===== config.mk =====
export PLATFORM = sky130hd
export DESIGN_NAME = filter_loader
export DESIGN_NICKNAME = d
export VERILOG_FILES = /design/src/rtl/filter_loader.sv
export SDC_FILE = /design/constraint.sdc
export NUM_CORES = 1
export LEC_CHECK = 0
export BUFFER_PORTS_ARGS = -buffer_cell sky130_fd_sc_hd__buf_2
export CORE_MARGIN = 5
export CORE_UTILIZATION = 30
export DETAILED_ROUTE_END_ITERATION = 10
export PLACE_DENSITY = 0.48
export SYNTH_ARGS = -nofsm -noshare
export SYNTH_HDL_FRONTEND = slang
export SYNTH_SLANG_ARGS = --single-unit

===== constraint.sdc =====
create_clock -name clk -period 53.8 [get_ports clk]
set_input_delay 2.69 -clock clk [delete_from_list [all_inputs] [get_ports clk]]
set_output_delay 2.69 -clock clk [all_outputs]
set_load 0.02 [all_outputs]

===== src/rtl/filter_loader.sv =====
// filter_loader: streams filter weights (filter, channel, element order) into filter memory at c*P*RS + p*RS + e
// Ports: clk, rst (sync, active-high); start + R/S/P/Q latch a pass config; in_valid/in_data/in_ready weight stream;
// wr_en/wr_addr/wr_data filter memory write port (registered, latency 1); busy while loading; done with final write;
// cfg_err when start is rejected. Optional FILTER_LOADER_CSUM_EN adds csum, running sum of accepted words.
module filter_loader #(
  parameter int DATA_W = 16,
  parameter int DEPTH  = 1024,
  parameter int ADDR_W = 10
) (
  input  logic              clk,
  input  logic              rst,
  input  logic              start,
  input  logic [3:0]        R,
  input  logic [3:0]        S,
  input  logic [3:0]        P,
  input  logic [3:0]        Q,
  input  logic              in_valid,
  input  logic [DATA_W-1:0] in_data,
  output logic              in_ready,
  output logic              wr_en,
  output logic [ADDR_W-1:0] wr_addr,
  output logic [DATA_W-1:0] wr_data,
  output logic              busy,
  output logic              done,
  output logic              cfg_err
`ifdef FILTER_LOADER_CSUM_EN
  ,
  output logic [DATA_W-1:0] csum
`endif
);
  typedef enum logic {IDLE, LOAD} state_t;
  state_t state_q, state_d;
  logic [7:0] fs_q, fs_d, e_q, e_d;
  logic [3:0] cip_q, cip_d, np_q, np_d, c_q, c_d, p_q, p_d;
  logic              wr_en_q, wr_en_d, done_q, done_d, cfg_err_q, cfg_err_d;
  logic [ADDR_W-1:0] wr_addr_q, wr_addr_d, addr_w;
  logic [DATA_W-1:0] wr_data_q, wr_data_d;
  logic [7:0]  fs_w;
  logic [3:0]  cip_w;
  logic [19:0] total_w;
  logic cfg_ok, go, accept, e_wrap, c_wrap, p_wrap, last;
  assign fs_w    = {4'b0, R} * {4'b0, S};
  // fs==0 is rejected anyway; forcing cip to 1 keeps the divider away from zero
  assign cip_w   = (fs_w == 8'd0 || fs_w > {4'b0, Q}) ? 4'd1 : 4'({4'b0, Q} / fs_w);
  assign total_w = 20'(P) * 20'(cip_w) * 20'(fs_w);
  assign cfg_ok  = P != 4'd0 && fs_w != 8'd0 && total_w <= 20'(DEPTH);
  assign go      = state_q == IDLE && start && cfg_ok;
  assign accept  = state_q == LOAD && in_valid;
  assign e_wrap  = e_q == fs_q - 8'd1;
  assign c_wrap  = c_q == cip_q - 4'd1;
  assign p_wrap  = p_q == np_q - 4'd1;
  assign last    = accept && e_wrap && c_wrap && p_wrap;
  // true address never exceeds DEPTH-1, so computing modulo 2^ADDR_W is exact
  assign addr_w  = ADDR_W'(c_q) * ADDR_W'(np_q) * ADDR_W'(fs_q) + ADDR_W'(p_q) * ADDR_W'(fs_q) + ADDR_W'(e_q);
  always_comb begin
    state_d   = state_q;
    fs_d      = fs_q;
    cip_d     = cip_q;
    np_d      = np_q;
    e_d       = e_q;
    c_d       = c_q;
    p_d       = p_q;
    wr_en_d   = accept;
    wr_addr_d = accept ? addr_w : wr_addr_q;
    wr_data_d = accept ? in_data : wr_data_q;
    done_d    = last;
    cfg_err_d = state_q == IDLE && start && !cfg_ok;
    if (go) begin
      state_d = LOAD;
      fs_d    = fs_w;
      cip_d   = cip_w;
      np_d    = P;
      e_d     = '0;
      c_d     = '0;
      p_d     = '0;
    end
    if (accept) begin
      e_d     = e_wrap ? '0 : e_q + 8'd1;
      c_d     = e_wrap ? (c_wrap ? '0 : c_q + 4'd1) : c_q;
      p_d     = (e_wrap && c_wrap) ? (p_wrap ? '0 : p_q + 4'd1) : p_q;
      state_d = last ? IDLE : LOAD;
    end
  end
  always_ff @(posedge clk) begin
    if (rst) begin
      state_q   <= IDLE;
      fs_q      <= '0;
      cip_q     <= '0;
      np_q      <= '0;
      e_q       <= '0;
      c_q       <= '0;
      p_q       <= '0;
      wr_en_q   <= 1'b0;
      wr_addr_q <= '0;
      wr_data_q <= '0;
      done_q    <= 1'b0;
      cfg_err_q <= 1'b0;
    end else begin
      state_q   <= state_d;
      fs_q      <= fs_d;
      cip_q     <= cip_d;
      np_q      <= np_d;
      e_q       <= e_d;
      c_q       <= c_d;
      p_q       <= p_d;
      wr_en_q   <= wr_en_d;
      wr_addr_q <= wr_addr_d;
      wr_data_q <= wr_data_d;
      done_q    <= done_d;
      cfg_err_q <= cfg_err_d;
    end
  end
  assign in_ready = state_q == LOAD;
  assign busy     = state_q == LOAD;
  assign wr_en    = wr_en_q;
  assign wr_addr  = wr_addr_q;
  assign wr_data  = wr_data_q;
  assign done     = done_q;
  assign cfg_err  = cfg_err_q;
`ifdef FILTER_LOADER_CSUM_EN
  logic [DATA_W-1:0] csum_q, csum_d;
  assign csum_d = go ? '0 : accept ? csum_q + in_data : csum_q;
  always_ff @(posedge clk) begin
    if (rst) csum_q <= '0;
    else csum_q <= csum_d;
  end
  assign csum = csum_q;
`endif
endmodule


-- Yosys cells after proc, flatten, opt, wreduce, memory -nomap -nowiden
Cells that the tools add are included.
- eq/ne operators: 5
- shift operators: 0
- multipliers: 6
- bitwise gates (word level): 1
- divide/modulo/power cells: 1
- order comparisons: 2
- add/subtract/negate cells: 8
- muxes and demuxes: 14
- reduce and logical (&&, ||, !) cells: 18
- operators by type and width (operator ; count):
    4-bit two-way mux ; 8
    4-bit by 4-bit multiplier with 8-bit output ; 3
    8-bit two-way mux ; 3
    16-bit by 11-bit less-or-equal comparator with 1-bit output (second input constant) ; 1
    8-bit by 8-bit multiplier with 16-bit output ; 1
    10-bit adder ; 1
    10-bit by 8-bit adder with 10-bit output ; 1
    1-bit logical AND ; 10
    4-bit by 8-bit multiplier with 10-bit output ; 1
    8-bit by 8-bit multiplier with 10-bit output ; 1
    4-bit by 1-bit adder with 4-bit output (second input constant) ; 2
    8-bit by 1-bit adder with 8-bit output (second input constant) ; 1
    4-bit by 8-bit divider with 8-bit output ; 1
    4-bit equality test ; 2
    8-bit equality test ; 1
    8-bit by 4-bit > comparator with 1-bit output ; 1
    8-bit zero test ; 1
    8-bit nonzero test ; 1
    4-bit by 1-bit subtractor with 4-bit output (second input constant) ; 2
    8-bit by 1-bit subtractor with 8-bit output (second input constant) ; 1
    2-bit by 1-bit inequality test with 1-bit output (second input constant) ; 2
    2-bit AND reduction ; 2
    4-bit nonzero test ; 1
    1-bit two-way mux ; 3
    4 further kinds ; 4
- bits in latches: 0
- memories kept: 0
- RAM bits: 0
- word-level logic and storage cells: 67
- bits of input ports: 36
- ROM bits: 0
- output and inout port bits: 31
- register bits after elaboration: 62

-- Longest topological paths before layout
Gate-level depths: netlist of the first run.
- depth after elaboration: 11
- depth in mapped cells: 93
- depth with buffers taken out: 89

-- Worst setup path after synthesis of the first run
No wires, ideal clock.
- kind: input to register
- start: input port R[0]
- end: register c_q[3]
- setup slack: 32.857 ns
- arrival: 20.856 ns
- buffers on the path: 3
- required time: 53.713 ns
- stages on the path: 88
- library setup time: 0.087 ns
- path through: nand2_1 -> fa_1 -> inv_1 -> fa_1 -> inv_1 -> fa_1 -> nand2b_4 -> and2_1 -> buf_6 -> inv_4 -> o2bb2ai_2 -> a22o_4 -> o211ai_2 -> or2_2 -> nor2_1 -> ha_1 -> o21a_1 -> o21ai_1 -> [52 not listed] -> fa_1 -> inv_1 -> fa_1 -> fa_1 -> fa_1 -> inv_1 -> ha_1 -> o21a_1 -> o21ai_0 -> a211oi_1 -> mux2i_1 -> o211ai_1 -> a211oi_1 -> nand2_1 -> a311oi_2 -> buf_4 -> o21ai_1 -> o31ai_1
- longest elaborated chain between the ends: 11
- elaborated cells on any way between the ends: 15
- those cells by class: mul: 3; div: 1; order compare: 2; mux: 1; reduce/logical: 8
- RTL lines (item ; RTL line ; text):
    from (decl) ; 13 ; input logic [3:0] R,
    4-bit by 4-bit multiplier with 8-bit output * ; 42 ; assign fs_w = {4'b0, R} * {4'b0, S};
    branches (longest 6 deep; another with 8-bit by 8-bit multiplier with 16-bit output) ; -- ;
    1-bit logical AND * ; 46 ; assign cfg_ok = P != 4'd0 && fs_w != 8'd0 && total_w <= 20'(DEPTH);
    1-bit logical AND * ; 47 ; assign go = state_q == IDLE && start && cfg_ok;
    2-bit nonzero test (no line) * ; -- ;
    2-bit AND reduction (no line) * ; -- ;
    to (signal assigned) ; 91 ; c_q <= '0;
    to (signal assigned) ; 104 ; c_q <= c_d;
    to (decl) ; 34 ; logic [3:0] cip_q, cip_d, np_q, np_d, c_q, c_d, p_q, p_d;
Every way passes the cells marked *.
A chain may end at the register's enable or synchronous reset.

-- Worst setup path after layout of the first run
Same ends and word-level chain as after synthesis.

==> impl_metrics.csv, run 1 <==
group,metric,value,unit
detailed_routing,drtPass1Iterations,5,
layout,drive_above_1_share,0.09197,
power,pwr-share-clk,0.211,
global_routing,grtUsageMet2,0.2457,
critical_path,critPathMaxFanout,23,
clocking,cts_tree,"built",
detailed_routing,drtIter0Drc,386,
timing,finalCritPeriodShare,0.4245,
layout,final_common_cell,"nand2_1",
clocking,post_cts_resized,0,
critical_path,startpoint,"R[0]",
synthesis,yosysSeqAreaShare,0.1170,
timing,setup_tns,0,ns
die,ioPinCount,67,
clocking,cts_num_sinks,62,
critical_path,cp-start-kind,"primary input",
global_routing,use_met3,0.01072,
synthesis,synth_ff_type,"dfxtp_1",
layout,area.growth.synth_to_final,9.793,%
layout,final_cell_mix,"nand2_1, inv_1, ha_1",
synthesis,synth.distinct_cells,80,
timing,finClkSkew,0.01210,ns
detailed_routing,avgViaCountPerCell,4.784,
global_routing,grt-busiest-layer,"met2",
timing,report.final.slew_viol_count,0,
critical_path,cpMaxStageDelayCell,"fa_1",
power,p_sw,0.1189,mW
job,max-cap-violations,0,
timing,holdWs,0.4494,ns
timing,finalHoldViolCount,0,
critical_path,cp-endpoint,"c_q[3]",
critical_path,critPathMaxStageDelay,0.56,ns
die,coreArea,34710,um2
timing,fin_crit,22.84,ns
synthesis,avgSynthCellArea,8.010,um2
die,initial_core_util,0.3055,
clocking,htree_levels,3,
critical_path,worstRegToRegCells,29,
timing,tightest_slew,0.8565,ns
layout,layout.nets,1651,
die,rows,68,
power,swShare,0.4561,
clocking,post-cts-setup-buffers,0,
clocking,worstSkewPairLatency,0.33,ns
detailed_routing,route.detailed.drc,0,
timing,setup_viol,0,
die,die_w,198.0,um
hold_path,hp-class,"reg2reg",
power,p_int,0.1418,mW
detailed_routing,vias,8731,
clocking,postCtsHoldBufs,0,
clocking,cts_root_buf,"clkbuf_16",
placed_design,hpwl,21670,um
global_routing,overflow,0,
critical_path,worst_setup_path_end_kind,"register",
synthesis,netlist_area,10610,um2
synthesis,synth_edf_count,0,
timing,rsz0062_at_grt,"no",
critical_path,path_class,"in2reg",
die,fp.dieArea,39210,um2
layout,diodes,0,
synthesis,synth-seq-cells,62,
clocking,clock_path_buffers,2,
power,peakVddDrop,0.01549,mV
global_routing,grt_max_degree,65,
critical_path,timing.rr.end,"wr_addr[9]",
power,combPwrFrac,0.578,
power,p_per_area,22.39,nW/um2
global_routing,track_usage,0.1387,
die,die_h,198.0,um
synthesis,yosys_warnings,0,
timing,fmax,43.78,MHz
outcome,status,"completed",
placed_design,portBuffers,66,
timing,relSlewSlack,0.4246,
detailed_routing,wire_per_inst,14.63,um
synthesis,syn_inst,1324,
global_routing,grt_first_pass_wirelength,45270,um
global_routing,grt_pass1_vias,8830,
detailed_routing,wl,26700,um
critical_path,crit_path_frequent_cell,"ha_1",
power,p_leak,5.438,nW
power,seq_power_share,0.211,
clocking,clk_pin_slew_worst_paths,0.06,ns
global_routing,met1_usage,0.1886,
hold_path,hold_start,"wr_addr[5]",
global_routing,antenna_found_initial,1,
critical_path,r2r-start,"c_q[0]",
detailed_routing,ant_nets,0,
clocking,cts_buffers,9,
synthesis,synthArstFlopShare,0,
critical_path,worstPathRequired,54.04,ns
placed_design,gp_congestion,0.8285,
critical_path,reg2reg_setup_slack,46.38,ns
critical_path,arrival,23.08,ns
-- sequential cells by signal (all words and copies together) (netlist names) --
register / count
wr_data: 16
wr_addr: 10
e_q: 8
fs_q: 8
c_q: 4
cip_q: 4
np_q: 4
p_q: 4
busy: 1
cfg_err: 1
done: 1
wr_en: 1
-- power by group through the flow --
stage	combinational, mW	clock [mW]	sequential (mW)
6_report	0.151	0.0551	0.0550
5_1_grt	0.173	0.0586	0.0558
4_1_cts	0.152	0.0568	0.0551
3_5_place_dp	0.152	0	0.0562
3_3_place_gp	0.152	0	0.0561
2_1_floorplan	0.119	0	0.0531
-- worst min-delay path by stage --
stage                      end  slack [ns]  cells past startpoint
floorplan             cip_q[1]        0.44                      2
global placement    wr_addr[5]        0.44                      2
detailed placement  wr_addr[5]        0.44                      2
CTS                 wr_addr[5]        0.45                      2
global route        wr_data[5]        0.47                      2
finish              wr_addr[5]        0.45                      2
-- layout make-up --
class / count / area (um2)
Clock buffer: 9 / 225.2
Clock inverter: 7 / 56.30
Fill cell: 3703 / 23070
Inverter: 193 / 726.9
Multi-Input combinational cell: 1027 / 8449
Sequential cell: 62 / 1241
Tap cell: 455 / 569.3
Timing Repair Buffer: 72 / 375.4
-- cells in the mapped netlist (3+ instances only) --
library cell	number	area, um2
nand2_1	195	732.0
inv_1	190	713.2
ha_1	148	1852
fa_1	102	2042
a21oi_1	80	400.4
nor2_1	73	274.0
and2_1	67	419.2
dfxtp_1	62	1241
xnor2_1	51	446.7
clkbuf_1	36	135.1
nor3_1	26	130.1
nand2b_1	23	143.9
nand3_1	22	110.1
o21ai_0	19	95.09
and3_1	16	100.1
xor2_1	16	140.1
a31oi_1	15	93.84
a21o_1	14	105.1
o21a_1	10	75.07
a211oi_1	9	67.56
mux2_2	9	101.4
nor2b_1	9	56.30
nor4_1	9	56.30
o31ai_1	9	67.56
o21bai_1	8	60.06
or3_1	8	50.05
or2_2	7	43.79
or4b_1	6	60.06
mux2i_1	4	40.04
nand4_1	4	25.02
nor3b_1	4	30.03
o211ai_1	4	30.03
or4_1	4	30.03
buf_2	3	15.01
buf_4	3	22.52
nand3b_1	3	22.52
nor3_2	3	30.03
o2111ai_1	3	26.28
o21ai_1	3	15.01
-- worst max-delay path: cells and delay by family --
| family | cells | cell delay (ns) |
|---|---|---|
| adders and majority gates | 17 | 6.68 |
| AOI/OAI and AO/OA | 33 | 6.43 |
| and+or+nand+nor | 24 | 4.69 |
| muxes | 4 | 1.25 |
| buffers and inverters | 8 | 0.87 |
| xor gates and xnor gates | 1 | 0.44 |
-- per-stage QoR --
| step | utilization | cell area (um2) | instances | setup WS (ns) | power [mW] |
|---|---|---|---|---|---|
| 2_1_floorplan | - | 10620 | 1327 | 32.86 | 0.1719 |
| 3_3_place_gp | 0.3273 | 11360 | 1809 | 31.01 | 0.2086 |
| 3_5_place_dp | 0.3273 | 11360 | 1809 | 30.59 | 0.2077 |
| 4_1_cts | 0.3354 | 11640 | 1825 | 30.92 | 0.2644 |
| 5_1_grt | 0.3354 | 11640 | 1825 | 29.27 | 0.2870 |
| 6_report | 0.3354 | 11640 | 1825 | 30.96 | 0.2608 |
-- kinds of logic (layout without fill, tap and decap cells) --
family / Yosys count / count (layout) / synth area share
AO/OA/AOI/OAI: 205 / 205 / 0.1307
XOR/XNOR: 69 / 69 / 0.05899
AND/OR/NAND/NOR: 486 / 486 / 0.2251
other: 1 / 4 / 0.0003536
flip-flops: 62 / 62 / 0.1170
adder cells (fa/ha/maj): 250 / 250 / 0.3672
multiplexers: 13 / 13 / 0.01333
buffers and inverters: 238 / 281 / 0.08730
-- routing by layer --
| metal | routed length, um | share of wire | vias up |
|---|---|---|---|
| li1 | - | - | 4447 |
| met1 | 12830 | 0.48 | 4190 |
| met2 | 13160 | 0.49 | 75 |
| met3 | 460 | 0.017 | 17 |
| met4 | 230 | 0.0086 | 2 |
| met5 | 12 | 0.00045 | - |
(Power assumes the default switching activity.)
==> run 2: changes to the inputs <==
- PLACE_DENSITY: 0.48 -> 0.5
- clock period: 53.8 -> 18.8 ns (I/O delays scaled with it)
==> impl_metrics.csv, run 2 (synthesis gave the netlist of run 1 again) <==
group,metric,value,unit
power,peakVddDrop,0.07656,mV
detailed_routing,drtIter0Drc,401,
detailed_routing,avgViaCountPerCell,4.795,
power,p_per_area,70.45,nW/um2
critical_path,startpoint,"S[3]",
power,swShare,0.4362,
job,max-cap-violations,0,
detailed_routing,wl,28290,um
global_routing,antenna_found_initial,0,
timing,setup_viol,0,
timing,tightest_slew,0.9522,ns
global_routing,track_usage,0.1440,
die,coreArea,34710,um2
timing,report.final.slew_viol_count,0,
clocking,cts_root_buf,"clkbuf_16",
power,seq_power_share,0.174,
critical_path,critPathMaxStageDelay,0.56,ns
hold_path,hold_start,"wr_addr[6]",
timing,finClkSkew,0.005202,ns
detailed_routing,vias,9236,
timing,fmax,55.27,MHz
placed_design,hpwl,22090,um
clocking,clock_path_buffers,2,
critical_path,timing.rr.end,"wr_addr[9]",
clocking,cts_num_sinks,62,
layout,area.growth.synth_to_final,21.81,%
layout,diodes,0,
clocking,cts_buffers,9,
power,p_int,0.5130,mW
layout,layout.nets,1752,
critical_path,worstPathRequired,18.99,ns
die,rows,68,
critical_path,cp_top_family,"adder cells",
timing,finalHoldViolCount,0,
clocking,worstSkewPairLatency,0.33,ns
critical_path,worstRegToRegCells,29,
power,combPwrFrac,0.659,
critical_path,r2r-start,"c_q[0]",
global_routing,grt_pass1_vias,9367,
hold_path,hp-class,"reg2reg",
placed_design,gp_congestion,0.8425,
timing,relSlewSlack,0.3628,
critical_path,cp-endpoint,"p_q[0]",
outcome,status,"completed",
detailed_routing,drtPass1Iterations,5,
critical_path,critPathMaxFanout,10,
die,fp.dieArea,39210,um2
detailed_routing,wire_per_inst,14.69,um
die,die_h,198.0,um
critical_path,crit_cells,85,
layout,final_util,0.3722,
critical_path,cp-start-kind,"primary input",
layout,final_cell_mix,"nand2_1, inv_1, ha_1",
critical_path,cpMaxStageDelayCell,"fa_2",
clocking,htree_levels,3,
critical_path,path_class,"in2reg",
critical_path,reg2reg_setup_slack,11.32,ns
placed_design,dpl.cell_count,1888,
layout,drive_above_1_share,0.1999,
critical_path,arrival,18.28,ns
power,p_leak,6.040,nW
die,initial_core_util,0.3055,
clocking,clk_pin_slew_worst_paths,0.06,ns
detailed_routing,route.detailed.drc,0,
power,p_sw,0.3970,mW
detailed_routing,ant_nets,0,
critical_path,cp.buffers_inverters,12,
die,ioPinCount,67,
global_routing,grt_max_degree,65,
global_routing,grt_first_pass_wirelength,46800,um
die,die_w,198.0,um
timing,fin_crit,18.09,ns
critical_path,worst_setup_path_end_kind,"register",
clocking,cts_tree,"built",
placed_design,portBuffers,66,
global_routing,overflow,0,
power,pwr-share-clk,0.166,
layout,final_common_cell,"nand2_1",
layout,layout.cells.non_filler,1926,
timing,finalCritPeriodShare,0.9624,
layout,largest_reg_flops,16,
==> run 2: cell types whose count changed in the layout (fill, tap and decap cells not counted), moves of 4 or more <==
cell,before,now
buf_4,6,101
ha_1,148,135
nor2_1,73,62
ha_4,0,10
a21oi_1,80,73
a21oi_2,1,8
mux2_2,9,3
mux2_4,0,6
nor2_2,0,6
o21ai_0,19,13
nor2_4,0,5
a211oi_1,9,5
a211oi_2,0,4
==> run 2: how the worst min path moves through the flow <==
stage	cells after the start	slack, ns	to
floorplan	2	0.44	cip_q[1]
global placement	2	0.44	wr_data[1]
detailed placement	2	0.44	wr_addr[6]
CTS	2	0.45	wr_addr[6]
global route	2	0.47	wr_data[14]
finish	2	0.45	wr_addr[6]
==> run 2: cell type report <==
class | instances | area, um2
Fill cell | 3703 | 21790
Multi-Input combinational cell | 1027 | 8920
Sequential cell | 62 | 1241
Timing Repair Buffer | 173 | 1187
Inverter | 193 | 726.9
Tap cell | 455 | 569.3
Clock buffer | 9 | 225.2
Clock inverter | 7 | 48.80
==> run 2: power by group through the flow <==
stage               sequential, mW  clock, mW  combinational, mW
global placement             0.161          0              0.499
detailed placement           0.161          0              0.501
finish                       0.159      0.151              0.600
CTS                          0.159      0.156              0.510
floorplan                    0.152          0              0.342
global route                 0.161      0.162              0.675
==> run 2: timing repair <==
item                       4_1_cts  5_1_grt
hold buffers                     0        0
pin swaps                        1       61
resized for setup                5       84
buffers inserted                 0       21
cloned                           0        1
setup endpoints to repair       23       34
==> run 2: worst register-to-register path: cells and delay by family, from the launching register on <==
kind | cells | cell delay (ns)
adders and majority gates | 8 | 3.64
xor gates and xnor gates | 8 | 1.65
AOI/OAI and AO/OA | 5 | 0.80
DFF | 1 | 0.53
and+or+nand+nor | 3 | 0.49
buffers and inverters | 5 | 0.29
==> run 2: per-layer routing <==
layer  vias to the layer above  track usage  wire [um]
met3                        31      0.01310        544
met2                        92       0.2532      14260
met1                      4459       0.1917      13030
li1                       4654            -          -
met5                         -            0          0
met4                         0      0.03341        451
==> run 2: metrics by stage <==
stage	cell area [um2]	hold WS, ns	TNS (ns)	power (mW)	setup WS [ns]
after floorplan	10640	0.4448	0	0.4942	0.01882
after global placement	11990	0.4389	-1.339	0.6601	-0.1150
after detailed placement	11990	0.4410	-11.14	0.6628	-0.4223
after global routing	12920	0.4736	-2.986	0.9975	-0.1800
after CTS	12290	0.4489	0	0.8249	0.003132
final	12920	0.4452	0	0.9101	0.7075
==> run 3: changes to the inputs <==
- ABC_AREA: default -> 1
==> impl_metrics.csv, run 3 <==
group,metric,value,unit
detailed_routing,avgViaCountPerCell,4.478,
critical_path,cp_top_family,"adder cells",
critical_path,startpoint,"S[2]",
detailed_routing,drtIter0Drc,325,
global_routing,antenna_found_initial,0,
placed_design,gp_congestion,0.8038,
critical_path,arrival,18.23,ns
layout,layout.nets,1803,
power,p_per_area,78.58,nW/um2
die,die_w,196.4,um
layout,diodes,0,
placed_design,portBuffers,66,
die,die_h,196.4,um
die,initial_core_util,0.3025,
power,p_leak,6.544,nW
timing,setup_tns,0,ns
timing,report.final.slew_viol_count,0,
synthesis,ys_top_cells_by_area,"fa_1, ha_1, dfxtp_1",
critical_path,cp.buffers_inverters,16,
synthesis,yosysSeqAreaShare,0.1191,
critical_path,worst_setup_path_end_kind,"register",
timing,tightest_slew,1.351,ns
detailed_routing,ant_nets,0,
synthesis,synth_ff_type,"dfxtp_1",
clocking,clk_pin_slew_worst_paths,0.06,ns
layout,final_common_cell,"inv_1",
layout,largest_reg_flops,16,
synthesis,synth_top_area_share,0.1959,
clocking,htree_levels,3,
detailed_routing,vias,8853,
timing,finClkSkew,0.006431,ns
global_routing,grt_pass1_vias,8839,
critical_path,cp-start-kind,"primary input",
layout,layout.cells.non_filler,1977,
synthesis,yosys_warnings,0,
critical_path,cpMaxStageDelayCell,"fa_1",
synthesis,post-synth-top-area-cell,"fa_1",
clocking,worstSkewPairLatency,0.33,ns
clocking,cts_num_sinks,62,
timing,fin_crit,17.97,ns
timing,finalCritPeriodShare,0.9559,
critical_path,crit_path_frequent_cell,"nand2_2",
placed_design,dpl.cell_count,1927,
synthesis,avgSynthCellArea,7.336,um2
global_routing,grt_max_degree,34,
detailed_routing,drtPass1Iterations,5,
timing,fmax,55.65,MHz
synthesis,synth-seq-cells,62,
clocking,postCtsHoldBufs,0,
layout,final_cell_mix,"inv_1, nand2_1, ha_1",
critical_path,worstRegToRegCells,29,
global_routing,grt_first_pass_wirelength,43760,um
layout,fin_area,12260,um2
timing,finalHoldViolCount,0,
hold_path,hp-class,"reg2reg",
hold_path,hold_start,"wr_data[9]",
placed_design,hpwl,20760,um
die,ioPinCount,67,
detailed_routing,route.detailed.drc,0,
die,rows,68,
synthesis,syn_inst,1421,
outcome,status,"completed",
clocking,clock_path_buffers,2,
layout,drive_above_1_share,0.1649,
clocking,cts_root_buf,"clkbuf_16",
layout,area.growth.synth_to_final,17.58,%
power,finalPower,0.9633,mW
critical_path,worstPathRequired,19.06,ns
hold_path,hold_depth,2,
global_routing,overflow,0,
detailed_routing,wire_per_inst,13.29,um
critical_path,critPathMaxStageDelay,0.54,ns
global_routing,track_usage,0.1356,
critical_path,crit_cells,117,
synthesis,synthArstFlopShare,0,
synthesis,synth.distinct_cells,53,
job,max-cap-violations,0,
die,coreArea,34460,um2
critical_path,path_class,"in2reg",
timing,rsz0062_at_grt,"yes",
synthesis,netlist_area,10420,um2
synthesis,yosysMostFrequentCell,"inv_1",
detailed_routing,wl,26270,um
placed_design,dpl_cell_area,11310,um2
clocking,cts_tree,"built",
power,peakVddDrop,0.04940,mV
clocking,cts_buffers,9,
die,fp.dieArea,38580,um2
timing,setup_viol,0,
critical_path,critPathMaxFanout,10,
synthesis,synth_edf_count,0,
timing,relSlewSlack,0.09570,
layout,fillCellCount,3695,
critical_path,r2r-start,"c_q[0]",
synthesis,synth_common_cells,"inv_1, nand2_1, ha_1, nor2_1, fa_1",
-- run 3: changes by cell type in the layout (fill, tap and decap cells not counted), sizes merged, moves of 25 or more --
cell	previous run	this run
o21ai	22	54
nand2b	25	0
xor2	17	48
nand2	195	280
nor2	73	139
and2	67	1
inv	195	312
buf	172	121
nand3	22	55
-- run 3: worst reg2reg max path, delay by kind of cell, from the launching register on --
family,cells,cell delay (ns)
compound gates,6,0.98
xor+xnor,4,1.09
buf+inv,7,0.40
fa+ha+maj,9,4.13
flops,1,0.41
simple gates,3,0.35
-- run 3: what timing repair did --
action	4_1_cts	5_1_grt
resized for setup	0	111
pin swaps	0	90
hold endpoints to repair	0	0
cloned	0	1
setup buffers	2	31
endpoints found under the setup margin	2	34
-- run 3: power by group --
part	leakage, nW	internal [mW]	switching [mW]
Clock	0.146	0.110	0.0593
Combinational	5.89	0.263	0.359
Sequential	0.505	0.147	0.0256
Total	6.54	0.520	0.443
-- run 3: per-layer routing --
metal  vias up  GRT usage  wire [um]  share of wire
li1       4554          -          -              -
met1      4192     0.1922      12920           0.49
met2        91     0.2293      12480           0.47
met3        16    0.01214        533          0.020
met4         0    0.02353        334          0.013
met5         -          0          0              0
-- run 3: final cells by class --
class	instances	area (um2)	share of cell area
clock inverters	3	42.54	0.003470
inverters	312	1176	0.09595
multi-input cells	1011	8159	0.6656
clock buffers	13	260.3	0.02123
well taps	455	569.3	0.04644
repair buffers	121	809.5	0.06604
flip-flops and latches	62	1241	0.1013
-- run 3: path summary, 6_finish.rpt --
kind / to / slack [ns]
max: cip_q[3] / 0.83
min: wr_data[9] / 0.48
max reg2reg: wr_addr[9] / 11.28
min reg2reg: wr_data[9] / 0.48
-- run 3: through the flow --
| step | hold slack (ns) | setup slack, ns | util |
|---|---|---|---|
| 2_1_floorplan | 0.4549 | 0.3994 | - |
| 3_3_place_gp | 0.4584 | 0.09870 | 0.3283 |
| 3_5_place_dp | 0.4686 | -0.3218 | 0.3283 |
| 4_1_cts | 0.4810 | 0.001613 | 0.3379 |
| 5_1_grt | 0.5067 | -0.3787 | 0.3557 |
| 6_report | 0.4771 | 0.8292 | 0.3557 |
-- run 3: kinds of logic after synthesis --
family	share of synthesized area
compound gates	0.08389
other cells	0.0003597
fa+ha+maj	0.3735
simple gates	0.2204
buf+inv	0.1307
xor+xnor	0.07213
flops	0.1191
